==> config.mk <==
export PLATFORM = sky130hd
export DESIGN_NAME = pid_error_flat
export DESIGN_NICKNAME = d
export VERILOG_FILES = /design/src/rtl/pid_error_if.sv /design/src/rtl/pid_error.sv /design/src/flat_wrapper.sv
export SDC_FILE = /design/constraint.sdc
export NUM_CORES = 1
export LEC_CHECK = 0
export BUFFER_PORTS_ARGS = -buffer_cell sky130_fd_sc_hd__buf_2
export CAP_MARGIN = 0
export CELL_PAD_IN_SITES_DETAIL_PLACEMENT = 1
export CELL_PAD_IN_SITES_GLOBAL_PLACEMENT = 1
export CORE_MARGIN = 5
export CORE_UTILIZATION = 45
export CTS_CLUSTER_SIZE = 24
export DETAILED_ROUTE_END_ITERATION = 10
export PLACE_DENSITY_LB_ADDON = 0.1
export SLEW_MARGIN = 10
export SYNTH_ARGS = -nofsm -noshare
export SYNTH_HDL_FRONTEND = slang
export SYNTH_SLANG_ARGS = --single-unit
export TNS_END_PERCENT = 100
==> constraint.sdc <==
create_clock -name clk -period 4.35 [get_ports clk]
set_input_delay 0.6525 -clock clk [delete_from_list [all_inputs] [get_ports clk]]
set_output_delay 0.6525 -clock clk [all_outputs]
set_load 0.1 [all_outputs]
==> src/rtl/pid_error_if.sv <==
// pid_error_if: sample-in / term-out bus of the PID error front end.
// The slave modport is the pid_error stage. The master modport is the side that
// supplies samples and consumes the three terms (the summation stage, or a bench).
interface pid_error_if #(
   parameter int ADC_WIDTH = 13
);
   logic                     sample_valid;
   logic [ADC_WIDTH-1:0]     adc_data;
   logic [ADC_WIDTH-1:0]     setpoint;
   logic                     sum_rdy;
   logic [ADC_WIDTH-1:0]     proportional;
   logic [ADC_WIDTH-1:0]     derivative;
   logic [2*ADC_WIDTH-1:0]   integral;
   logic                     sum_en;

   modport master (
      output sample_valid, adc_data, setpoint, sum_rdy,
      input  proportional, derivative, integral, sum_en
   );

   modport slave (
      input  sample_valid, adc_data, setpoint, sum_rdy,
      output proportional, derivative, integral, sum_en
   );
endinterface

==> src/rtl/pid_error.sv <==
// pid_error: PID front end. For each ADC sample it forms the proportional error,
// the first difference of that error and a clamped running integral. It holds the
// terms for the summation stage and starts that stage with a one-cycle sum_en.
// Optional macro PID_ERR_INT_HOLD_EN adds the int_hold anti-windup freeze input.
module pid_error #(
   parameter int ADC_WIDTH = 13,
   parameter int INT_LIMIT = 2**(2*ADC_WIDTH-1)-1
) (
   input  logic           clk,
   input  logic           n_rst,
   pid_error_if.slave     bus,
`ifdef PID_ERR_INT_HOLD_EN
   input  logic           int_hold,
`endif
   input  logic           ovr_clr,
   output logic           busy,
   output logic           overrun
);

   localparam int W   = ADC_WIDTH;
   localparam int IW  = 2*ADC_WIDTH;
   localparam int WP  = W + 1;
   localparam int IWP = IW + 1;

   // Symmetric limits. The most-negative code is excluded so that a downstream
   // ~x+1 negate can never overflow.
   localparam logic signed [W:0]  T_HI   = WP'((1 << (W-1)) - 1);
   localparam logic signed [W:0]  T_LO   = -T_HI;
   localparam logic signed [IW:0] INT_HI = IWP'(INT_LIMIT);
   localparam logic signed [IW:0] INT_LO = -INT_HI;

   typedef enum logic [1:0] {
      S_IDLE,
      S_ERR,
      S_UPD,
      S_WAIT
   } state_e;

   state_e          state_q, state_d;
   logic [W-1:0]    adc_q, adc_d;
   logic [W-1:0]    sp_q, sp_d;
   logic [W-1:0]    err_q, err_d;
   logic [W-1:0]    prev_q, prev_d;
   logic [W-1:0]    deriv_q, deriv_d;
   logic [IW-1:0]   int_q, int_d;
   logic [W-1:0]    prop_out_q, prop_out_d;
   logic [W-1:0]    der_out_q, der_out_d;
   logic [IW-1:0]   int_out_q, int_out_d;
   logic            sum_en_q, sum_en_d;
   logic            overrun_q, overrun_d;

   logic signed [W:0]  err_diff;
   logic signed [W:0]  der_diff;
   logic signed [IW:0] int_sum;

   function automatic logic [W-1:0] sat_w(input logic signed [W:0] x);
      if (x > T_HI)      return T_HI[W-1:0];
      else if (x < T_LO) return T_LO[W-1:0];
      else               return x[W-1:0];
   endfunction

   function automatic logic [IW-1:0] clamp_int(input logic signed [IW:0] x);
      if (x > INT_HI)      return INT_HI[IW-1:0];
      else if (x < INT_LO) return INT_LO[IW-1:0];
      else                 return x[IW-1:0];
   endfunction

   // Arithmetic carried one bit wider than its operands so the raw result never
   // wraps before it is saturated.
   always_comb begin
      err_diff = $signed({1'b0, sp_q}) - $signed({1'b0, adc_q});
      der_diff = $signed({err_q[W-1], err_q}) - $signed({prev_q[W-1], prev_q});
      int_sum  = $signed({int_q[IW-1], int_q}) + $signed({{(W+1){err_q[W-1]}}, err_q});
   end

   // Next-state and datapath control for the IDLE -> ERR -> UPD -> WAIT sequence.
   always_comb begin
      // NOTE: every variable gets a default before the case so no path can leave
      // one unassigned, which would otherwise infer a latch.
      state_d    = state_q;
      adc_d      = adc_q;
      sp_d       = sp_q;
      err_d      = err_q;
      prev_d     = prev_q;
      deriv_d    = deriv_q;
      int_d      = int_q;
      prop_out_d = prop_out_q;
      der_out_d  = der_out_q;
      int_out_d  = int_out_q;
      sum_en_d   = 1'b0;
      overrun_d  = overrun_q;

      // A dropped sample takes priority over a clear on the same edge.
      if (ovr_clr)
         overrun_d = 1'b0;
      if (bus.sample_valid && (state_q != S_IDLE))
         overrun_d = 1'b1;

      case (state_q)
         S_IDLE: begin
            if (bus.sample_valid) begin
               adc_d   = bus.adc_data;
               sp_d    = bus.setpoint;
               state_d = S_ERR;
            end
         end
         S_ERR: begin
            err_d   = sat_w(err_diff);
            state_d = S_UPD;
         end
         S_UPD: begin
            deriv_d = sat_w(der_diff);
`ifdef PID_ERR_INT_HOLD_EN
            if (!int_hold)
               int_d = clamp_int(int_sum);
`else
            int_d   = clamp_int(int_sum);
`endif
            prev_d  = err_q;
            state_d = S_WAIT;
         end
         S_WAIT: begin
            if (bus.sum_rdy) begin
               prop_out_d = err_q;
               der_out_d  = deriv_q;
               int_out_d  = int_q;
               sum_en_d   = 1'b1;
               state_d    = S_IDLE;
            end
         end
         default: state_d = S_IDLE;
      endcase
   end

   // State and datapath registers; reset clears everything, including the
   // integral and the derivative history.
   always_ff @(posedge clk or negedge n_rst) begin
      if (!n_rst) begin
         state_q    <= S_IDLE;
         adc_q      <= '0;
         sp_q       <= '0;
         err_q      <= '0;
         prev_q     <= '0;
         deriv_q    <= '0;
         int_q      <= '0;
         prop_out_q <= '0;
         der_out_q  <= '0;
         int_out_q  <= '0;
         sum_en_q   <= 1'b0;
         overrun_q  <= 1'b0;
      end else begin
         // NOTE: non-blocking assignments make every register sample its _d value
         // from before the edge, independent of statement order.
         state_q    <= state_d;
         adc_q      <= adc_d;
         sp_q       <= sp_d;
         err_q      <= err_d;
         prev_q     <= prev_d;
         deriv_q    <= deriv_d;
         int_q      <= int_d;
         prop_out_q <= prop_out_d;
         der_out_q  <= der_out_d;
         int_out_q  <= int_out_d;
         sum_en_q   <= sum_en_d;
         overrun_q  <= overrun_d;
      end
   end

   assign bus.proportional = prop_out_q;
   assign bus.derivative   = der_out_q;
   assign bus.integral     = int_out_q;
   assign bus.sum_en       = sum_en_q;
   assign busy             = (state_q != S_IDLE);
   assign overrun          = overrun_q;

endmodule

==> src/flat_wrapper.sv <==
// flat-port wrapper written by rule: the top's interface ports become plain ports
module pid_error_flat 
#(
   parameter int ADC_WIDTH = 13,
   parameter int INT_LIMIT = 2**(2*ADC_WIDTH-1)-1
)
  (clk, n_rst, ovr_clr, busy, overrun, bus_sample_valid, bus_adc_data, bus_setpoint, bus_sum_rdy, bus_proportional, bus_derivative, bus_integral, bus_sum_en);
  pid_error_if #(.ADC_WIDTH(ADC_WIDTH)) bus_i ();
  input  logic clk;
  input  logic n_rst;
  input  logic ovr_clr;
  output logic busy;
  output logic overrun;
  input wire logic [$bits(bus_i.sample_valid)-1:0] bus_sample_valid;
  input wire logic [$bits(bus_i.adc_data)-1:0] bus_adc_data;
  input wire logic [$bits(bus_i.setpoint)-1:0] bus_setpoint;
  input wire logic [$bits(bus_i.sum_rdy)-1:0] bus_sum_rdy;
  output wire logic [$bits(bus_i.proportional)-1:0] bus_proportional;
  output wire logic [$bits(bus_i.derivative)-1:0] bus_derivative;
  output wire logic [$bits(bus_i.integral)-1:0] bus_integral;
  output wire logic [$bits(bus_i.sum_en)-1:0] bus_sum_en;
  assign bus_i.sample_valid = bus_sample_valid;
  assign bus_i.adc_data = bus_adc_data;
  assign bus_i.setpoint = bus_setpoint;
  assign bus_i.sum_rdy = bus_sum_rdy;
  assign bus_proportional = bus_i.proportional;
  assign bus_derivative = bus_i.derivative;
  assign bus_integral = bus_i.integral;
  assign bus_sum_en = bus_i.sum_en;
  pid_error #(.ADC_WIDTH(ADC_WIDTH), .INT_LIMIT(INT_LIMIT)) u_core (.clk(clk), .n_rst(n_rst), .bus(bus_i), .ovr_clr(ovr_clr), .busy(busy), .overrun(overrun));
endmodule
# --- Yosys cells after proc, flatten, opt, wreduce, memory -nomap -nowiden ---
# Index checks and enable logic that the tools add are counted.
word_totals:
  register_bits: 147
  latch_bits: 0
  ramBits: 0
  mem_bits_ro: 0
  input_bits: 31
  out_inout_bits: 55
  elab_cells: 46
  n_memories: 0
classes:
  add_sub_neg: 3
  n_mul: 0
  div: 0
  magnitude_cmp: 6
  n_eq_ne: 5
  n_shift: 0
  n_mux: 13
  n_bitwise: 0
  n_reduce_logical: 7
ops:
  columns: ["cell", "n"]
  rows:
  - ["$mux 13", 4]
  - ["$mux 26", 2]
  - ["$gt 14x13->1 const B", 2]
  - ["$lt 14x13->1 const B", 2]
  - ["$sub 13x13->14", 2]
  - ["$add 26x13->27", 1]
  - ["$gt 27x26->1 const B", 1]
  - ["$lt 27x26->1 const B", 1]
  - ["$pmux 2 s4", 1]
  - ["$reduce_and 2->1", 3]
  - ["$eq 2x2->1 const B", 2]
  - ["$mux 1", 4]
  - ["$mux 2", 2]
  - ["$ne 2x2->1 const B", 2]
  - ["$reduce_bool 2->1", 2]
  - ["$eq 2x1->1 const B", 1]
  - ["$logic_not 2->1", 1]
  - ["$logic_and 1x1->1", 1]

# --- Depth between registers and ports, before layout ---
# Gate-level depths: netlist (run 1).
logic_depth:
  word_depth: 4
  depth_mapped: 13

# --- Worst setup path after synthesis (run 1) ---
# No wires, ideal clock.
synth_path:
  path_kind: "reg2reg"
  startpoint: "register u_core.err_q[12]"
  endpoint: "register u_core.int_q[10]"
  setup_ns: 0.138
  arrival_ns: 2.841
  slack_ns: 1.371
  stages_incl_launch_ff: 14
  n_path_buf: 3
  period_less_slack_ns: 2.979
  path_cell_list: "dfrtp_1 ha_1 buf_2 and3_1 buf_2 and4_1 and2_1 a2111oi_2 nor3b_2 o2bb2ai_4 nor3_2 buf_2 a21oi_1 o211ai_1"
synth_between:
  elab_chain_len: 4
  elab_cells_between_ends: 5
  classes_between: "add/sub (1); order compare (2); mux (2)"
synth_rtl:
  columns: ["element", "line", "text"]
  rows:
  - ["start, declared", "pid_error.sv:42", "logic [W-1:0] err_q, err_d;"]
  - ["start signal, assigned", "pid_error.sv:157", "err_q <= err_d;"]
  - ["$add 26x13->27 *", "pid_error.sv:73", "int_sum = $signed({int_q[IW-1], int_q}) + $signed({{(W+1){err_q[W-1]}}, err_q});"]
  - ["$lt 27x26->1", "pid_error.sv:64", "else if (x < INT_LO) return INT_LO[IW-1:0];"]
  - ["$mux 26", "pid_error.sv:64", null]
  - ["$mux 26 *", "pid_error.sv:63", "if (x > INT_HI) return INT_HI[IW-1:0];"]
  - ["end signal, assigned", "pid_error.sv:160", "int_q <= int_d;"]
  - ["end, declared", "pid_error.sv:45", "logic [IW-1:0] int_q, int_d;"]
# Every way passes the cells marked *; elsewhere a longest branch is shown, timed or not.
# A chain may end at the register's enable or synchronous reset.

# --- Final worst setup path (run 1) ---
layout_path:
  startpoint: "register u_core.err_q[12]"
  endpoint: "register u_core.int_q[0]"
# Same word-level chain as after synthesis.

==> impl_results.md, run 1 <==
- Fin crit period: 3.78 ns
- Synth-to-Final Area Change: 14.3%
- CTS root buf: clkbuf_16
- GR Util met3: 2.68%
- Die area: 22700 um2
- Post-synth top flop: dfrtp_1
- Die W: 151 um
- Post_cts resized: 0
- Initial antenna violation count: 0
- Top cell type's share of synthesized area: 41.4%
- Post-Syn Instances: 898
- Syn Nets: 988
- DRC: 0
- Sequential fraction of the synthesis area: 41.4%
- Synth Area in Compound Gates: 17.7%
- Startpoint Class: flip-flop
- Crit path DAT: 4.08 ns
- Met1 usage: 29.0%
- Finished Core Util: 52.2%
- Fill count: 2229
- CTS tree: yes
- Post-Synth Adder-Cell Area: 9.12%
- DP Wirelength: 17200 um
- Post-Synth XOR/XNOR Area: 3.63%
- Via density: 5.66
- Top cells by area, synth: dfrtp_1, mux2_2, ha_1
- Status: finished clean
- Largest family of logic cells by synthesized area: compound AO/OA/AOI/OAI gates
- Vias in the first global route: 7575
- CP max stage delay: 0.70 ns
- Initial Utilization: 45.7%
- Top-count cell post-synth: dfrtp_1
- Post-Route WL: 23700 um
- Fin crit share: 86.9%
- Fin nets: 1065
- Synth Cell Area: 8890 um2
- Vias: 7095
- RePlAce Congestion: 0.856
- Post-CTS Setup Bufs: 0
- Synth Area in Simple Gates: 14.1%
- Most Crowded Layer GR: met2
- Max-slew violation count: 0
- R2R depth: 11
- Pin count of the biggest net entering global routing: 85
- Yosys warns: 0
- H-Tree Depth: 4
- Synth top cells by count: dfrtp_1, nand2_1, mux2_2
- Post-synthesis cell type count: 76
- Total gr overflow: 0
- Most common cell on crit path: and4_1
- Std-Cell Rows: 51
- Unrepaired setup endpoints after global routing: no
- Leading area contributor after synthesis: dfrtp_1
- Clock skew: 0.00776 ns
- Yosys reg bits: 147
- Rel. slew slack: 30.6%
- FMAX: 264 MHz
- ANT cells: 0
- Post-synth EDFFs: 0
- CORE AREA: 19500 um2
- DR WL/cell: 18.9 um
- Max-cap violations: 0
- Initial detailed-routing violation count: 309
- Critical-path cell list: ha_1 -> and4_1 -> and4_1 -> nand4_1 -> a31oi_2 -> a211oi_1 -> a211oi_2 -> buf_4 -> nand3_1 -> o22ai_1 -> a21oi_1
- Clk pin slew, worst setup/hold paths: 0.07 ns
- Post-synthesis mux area share: 9.74%
- Bufs on Longest Clock Path: 2
- Avg Cell Area, Syn: 9.90 um2
- Share of post-route cells with drive strength above 1: 23.8%
- CP Capture Type: flip-flop
- Detail Route Antenna Nets: 0
- Gr usage total: 21.8%
- Worst-Margin Slew: 1.04 ns
- Port Buffer Count: 85
- Kind of critical path: reg -> reg
- Crit path max fanout: 19
- First-pass GRT wire length: 39500 um
- Initial DRT Pass Iterations: 5
- Total I/O pin count: 86
- Worst min-delay path class: in -> async
- Asr flop ratio synth: 100%
- Die Y: 151 um
- Hold Buf Count CTS: 0
- Final Hold Viols: 0
- Final setup viols: 0
- Clock sinks: 147
- Total CTS buffers: 17
- Slowest cell on crit path: dfrtp_1
- Grt met2 use: 37.9%
- Setup TNS: 0 ns
- Clk_lat worst skew: 0.43 ns
- Critical path required time: 4.65 ns
-- cells in the final DEF (no fill, tap or decap), drive strengths merged, types with 11 or more instances in the layout --
| cell | n |
|---|---|
| a21o | 13 |
| a21oi | 49 |
| a31oi | 12 |
| buf | 95 |
| clkbuf | 18 |
| dfrtp | 147 |
| ha | 56 |
| inv | 69 |
| mux2 | 76 |
| nand2 | 78 |
| nand3 | 33 |
| nor2 | 42 |
| nor3 | 12 |
| o211ai | 23 |
| o21ai | 57 |
| or2 | 11 |
| xnor2 | 21 |
| xor2 | 15 |
-- layout make-up --
| type | instances | area (um2) | area share [%] |
|---|---|---|---|
| Multi-Input combinational cell | 654 | 4840 | 47.6 |
| Sequential cell | 147 | 3680 | 36.2 |
| Timing Repair Buffer | 95 | 507 | 4.98 |
| Clock buffer | 18 | 429 | 4.22 |
| Tap cell | 265 | 332 | 3.26 |
| Inverter | 60 | 225 | 2.22 |
| Clock inverter | 14 | 159 | 1.56 |
-- cells by family (layout without fill, tap and decap cells) --
family,Yosys count,after routing
simple gates,247,247
compound gates,230,230
flops,147,147
buf+inv,97,187
mux,77,77
fa+ha+maj,64,64
xor+xnor,36,36
-- state kept, by name, summed over array words and instances (netlist names), 2 cells and up --
signal	count
u_core.bus.integral	26
u_core.int_q	26
u_core.adc_q	13
u_core.bus.derivative	13
u_core.bus.proportional	13
u_core.deriv_q	13
u_core.err_q	13
u_core.prev_q	13
u_core.sp_q	13
u_core.state_q	2
-- through the flow --
step           std cells  area (um2)  setup slack, ns  hold WS (ns)
3_3_place_gp        1221        9580            0.720         0.458
2_1_floorplan        898        8890             1.37         0.357
4_1_cts             1253       10200            0.527         0.322
6_report            1253       10200            0.569         0.288
5_1_grt             1253       10200            0.294         0.369
3_5_place_dp        1221        9580            0.563         0.465
-- worst paths after layout --
path	slack (ns)	endpoint	from
setup / recovery	0.57	u_core.int_q[0]$_DFFE_PN0P_	u_core.err_q[12]$_DFFE_PN0N_
hold / removal	0.29	u_core.int_q[16]$_DFFE_PN0P_	n_rst
setup reg to reg	0.57	u_core.int_q[0]$_DFFE_PN0P_	u_core.err_q[12]$_DFFE_PN0N_
hold reg to reg	0.48	u_core.bus.derivative[2]$_DFFE_PN0P_	u_core.bus.derivative[2]$_DFFE_PN0P_
max in group asynchronous	3.10	u_core.prev_q[10]$_DFFE_PN0P_	n_rst
min in group clk	0.40	u_core.overrun$_DFFE_PN0P_	ovr_clr
-- worst max-delay path, delay by kind of cell (launching register included) --
family / cells / cell delay, ns
adder cells (fa/ha/maj): 1 / 0.67
buffers and inverters: 1 / 0.37
flip-flops: 1 / 0.70
AND/OR/NAND/NOR: 4 / 0.72
AO/OA/AOI/OAI: 5 / 1.17
-- per-layer routing --
metal  wire (um)  vias to the layer above
li1            -                     3408
met1       10900                     3545
met2       11800                      122
met3         704                       20
met4         277                        0
met5           0                        -
Power of run 1 is left out: the tool's default activity adds up to more than one toggle a clock period on the data nets, which glitch-free logic cannot reach.
==> run 2, diff against run 1 <==
--- a/config.mk
+++ b/config.mk
@@ -10,7 +10,7 @@
 export CELL_PAD_IN_SITES_DETAIL_PLACEMENT = 1
 export CELL_PAD_IN_SITES_GLOBAL_PLACEMENT = 1
 export CORE_MARGIN = 5
-export CORE_UTILIZATION = 45
+export CORE_UTILIZATION = 39
 export CTS_CLUSTER_SIZE = 24
 export DETAILED_ROUTE_END_ITERATION = 10
 export PLACE_DENSITY_LB_ADDON = 0.1
==> run 2 against run 1 <==
Net effect:
- global-route usage decreased by 3.3 points
- via count down 1.7%
- routed wire length fell by 0.85%
- first-iteration DRC count decreased by 41%
- final cell count increased by 1.7%
- final area barely moved
- maximum frequency grew 5.6%
- critical endpoint is now u_core.int_q[6]$_DFFE_PN0P_
- highest routed layer unchanged
==> impl_results.md, run 2 (synthesized netlist as in run 1, its figures left out) <==
- Pin count of the biggest net entering global routing: 99 (was 85)
- First-pass GRT wire length: 38900 um (was 39500 um)
- CTS tree: yes (unchanged)
- Vias in the first global route: 7323 (was 7575)
- Std-Cell Rows: 55 (was 51)
- Worst min-delay path class: in -> async (unchanged)
- Crit path max fanout: 17 (was 19)
- Initial detailed-routing violation count: 183 (was 309)
- R2R depth: 12 (was 11)
- Fill count: 2620 (was 2229)
- Hold Buf Count CTS: 0 (unchanged)
- FF/Latch Area: 3680 um2 (unchanged)
- Via density: 5.47 (was 5.66)
- Die area: 25900 um2 (was 22700 um2)
- Detail Route Antenna Nets: 0 (unchanged)
- Vias: 6975 (was 7095)
- Bufs on Longest Clock Path: 2 (unchanged)
- CTS root buf: clkbuf_16 (unchanged)
- Final setup viols: 0 (unchanged)
- Clk_lat worst skew: 0.43 ns (about the same)
- Area of the multi-input gates: 4840 um2 (unchanged)
- CORE AREA: 22600 um2 (was 19500 um2)
- Die Y: 161 um (was 151 um)
- Worst-Margin Slew: 1.04 ns (about the same)
- Max-slew violation count: 0 (unchanged)
- Fin crit period: 3.58 ns (was 3.78 ns)
- Kind of critical path: reg -> reg (unchanged)
- Finished Core Util: 45.1% (was 52.2%)
- Die W: 161 um (was 151 um)
- CP max stage delay: 0.48 ns (was 0.70 ns)
- ANT cells: 0 (unchanged)
- Crit path DAT: 3.87 ns (was 4.08 ns)
- Setup TNS: 0 ns (unchanged)
- Share of post-route cells with drive strength above 1: 23.8% (about the same)
- Final Hold Viols: 0 (unchanged)
- Max-cap violations: 0 (unchanged)
- Post-Route WL: 23500 um (was 23700 um)
- Status: finished clean (unchanged)
- Rel. slew slack: 30.5% (was 30.6%)
- Clk pin slew, worst setup/hold paths: 0.07 ns (about the same)
- Dpl cells: 1242 (was 1221)
- Synth-to-Final Area Change: 14.4% (was 14.3%)
- Final hold slack: 0.334 ns (was 0.288 ns)
- CP Capture Type: flip-flop (unchanged)
- Worst setup path startpoint: u_core.err_q[12]$_DFFE_PN0N_ (unchanged)
- RePlAce Congestion: 0.848 (was 0.856)
- DP Wirelength: 17200 um (about the same)
- Leading cell type in the layout, fill and taps excluded: dfrtp_1 (unchanged)
- Fin crit share: 82.4% (was 86.9%)
- Total I/O pin count: 86 (unchanged)
- DR WL/cell: 18.4 um (was 18.9 um)
- Slowest cell on crit path: a2111oi_2 (was dfrtp_1)
- Total CTS buffers: 17 (unchanged)
- Initial DRT Pass Iterations: 4 (was 5)
- Critical path required time: 4.64 ns (was 4.65 ns)
- Total gr overflow: 0 (unchanged)
- Clock sinks: 147 (unchanged)
- Post-CTS Setup Bufs: 0 (unchanged)
- Initial Utilization: 39.4% (was 45.7%)
- Gr usage total: 18.4% (was 21.8%)
- Critical-path cell list: buf_4 -> ha_1 -> and3_1 -> a221oi_2 -> o211ai_1 -> a2111oi_2 -> nor3b_2 -> o2bb2ai_4 -> nor3_2 -> buf_4 -> a21oi_1 -> o211ai_1 (was ha_1 -> and4_1 -> and4_1 -> nand4_1 -> a31oi_2 -> a211oi_1 -> a211oi_2 -> buf_4 -> nand3_1 -> o22ai_1 -> a21oi_1)
- Most frequent cells in the layout: dfrtp_1, buf_2, nand2_1 (unchanged)
- DRC: 0 (unchanged)
- FMAX: 279 MHz (was 264 MHz)
- Post_cts resized: 0 (unchanged)
- Fin nets: 1066 (was 1065)
- Port Buffer Count: 85 (unchanged)
- Clock skew: 0.0114 ns (was 0.00776 ns)
- R2r startpoint: u_core.err_q[12]$_DFFE_PN0N_ (unchanged)
- Initial antenna violation count: 0 (unchanged)
- Non-filler cells, final: 1274 (was 1253)
- Unrepaired setup endpoints after global routing: no (unchanged)
- H-Tree Depth: 4 (unchanged)
- Startpoint Class: flip-flop (unchanged)
run 2: cell types whose count changed in the layout (fill, tap and decap cells not counted), sizes merged:
| cell | delta |
|---|---|
| inv | -5 |
| buf | +1 |
| clkbuf | +1 |
| clkinvlp | +7 |
| clkinv | -3 |
run 2: worst paths after layout:
kind	slack (ns)	to
max in group asynchronous	3.06	u_core.err_q[3]$_DFFE_PN0N_
setup reg to reg	0.77	u_core.int_q[6]$_DFFE_PN0P_
setup / recovery	0.77	u_core.int_q[6]$_DFFE_PN0P_
hold reg to reg	0.48	u_core.bus.derivative[4]$_DFFE_PN0P_
hold / removal	0.33	u_core.bus.integral[17]$_DFFE_PN0P_
min in group clk	0.41	u_core.overrun$_DFFE_PN0P_
run 2: final cells by class:
| class | count | share of cell area, % |
|---|---|---|
| clock buffer | 19 | 4.26 |
| clock inverter | 13 | 1.25 |
| inverter | 60 | 2.21 |
| multi-input combinational | 654 | 47.6 |
| sequential | 147 | 36.2 |
| tap | 285 | 3.51 |
| timing repair buffer | 96 | 5.06 |
run 2: worst max-delay path, delay by kind of cell (launching register included):
family                   cells  cell delay, ns
AO/OA/AOI/OAI                6            1.55
adder cells (fa/ha/maj)      1            0.40
buffers and inverters        2            0.53
flip-flops                   1            0.43
AND/OR/NAND/NOR              3            0.54
run 2: per-stage QoR:
stage | worst slack (ns) | cell area [um2]
after CTS | 0.819 | 10200
after global routing | 0.508 | 10200
after detailed placement | 0.857 | 9610
after floorplan | 1.37 | 8890
final | 0.768 | 10200
after global placement | 0.863 | 9610
run 2: metal layers:
| metal | GRT usage (%) | routed length [um] | up-vias | share of wire [%] |
|---|---|---|---|---|
| met4 | 4.69 | 245 | 0 | 1.0 |
| met2 | 30.7 | 11100 | 106 | 47 |
| met1 | 25.0 | 11400 | 3450 | 48 |
| met3 | 3.37 | 770 | 18 | 3.3 |
| met5 | 0 | 0 | - | 0 |
| li1 | - | - | 3401 | - |
Power of run 2 is left out for the same reason.
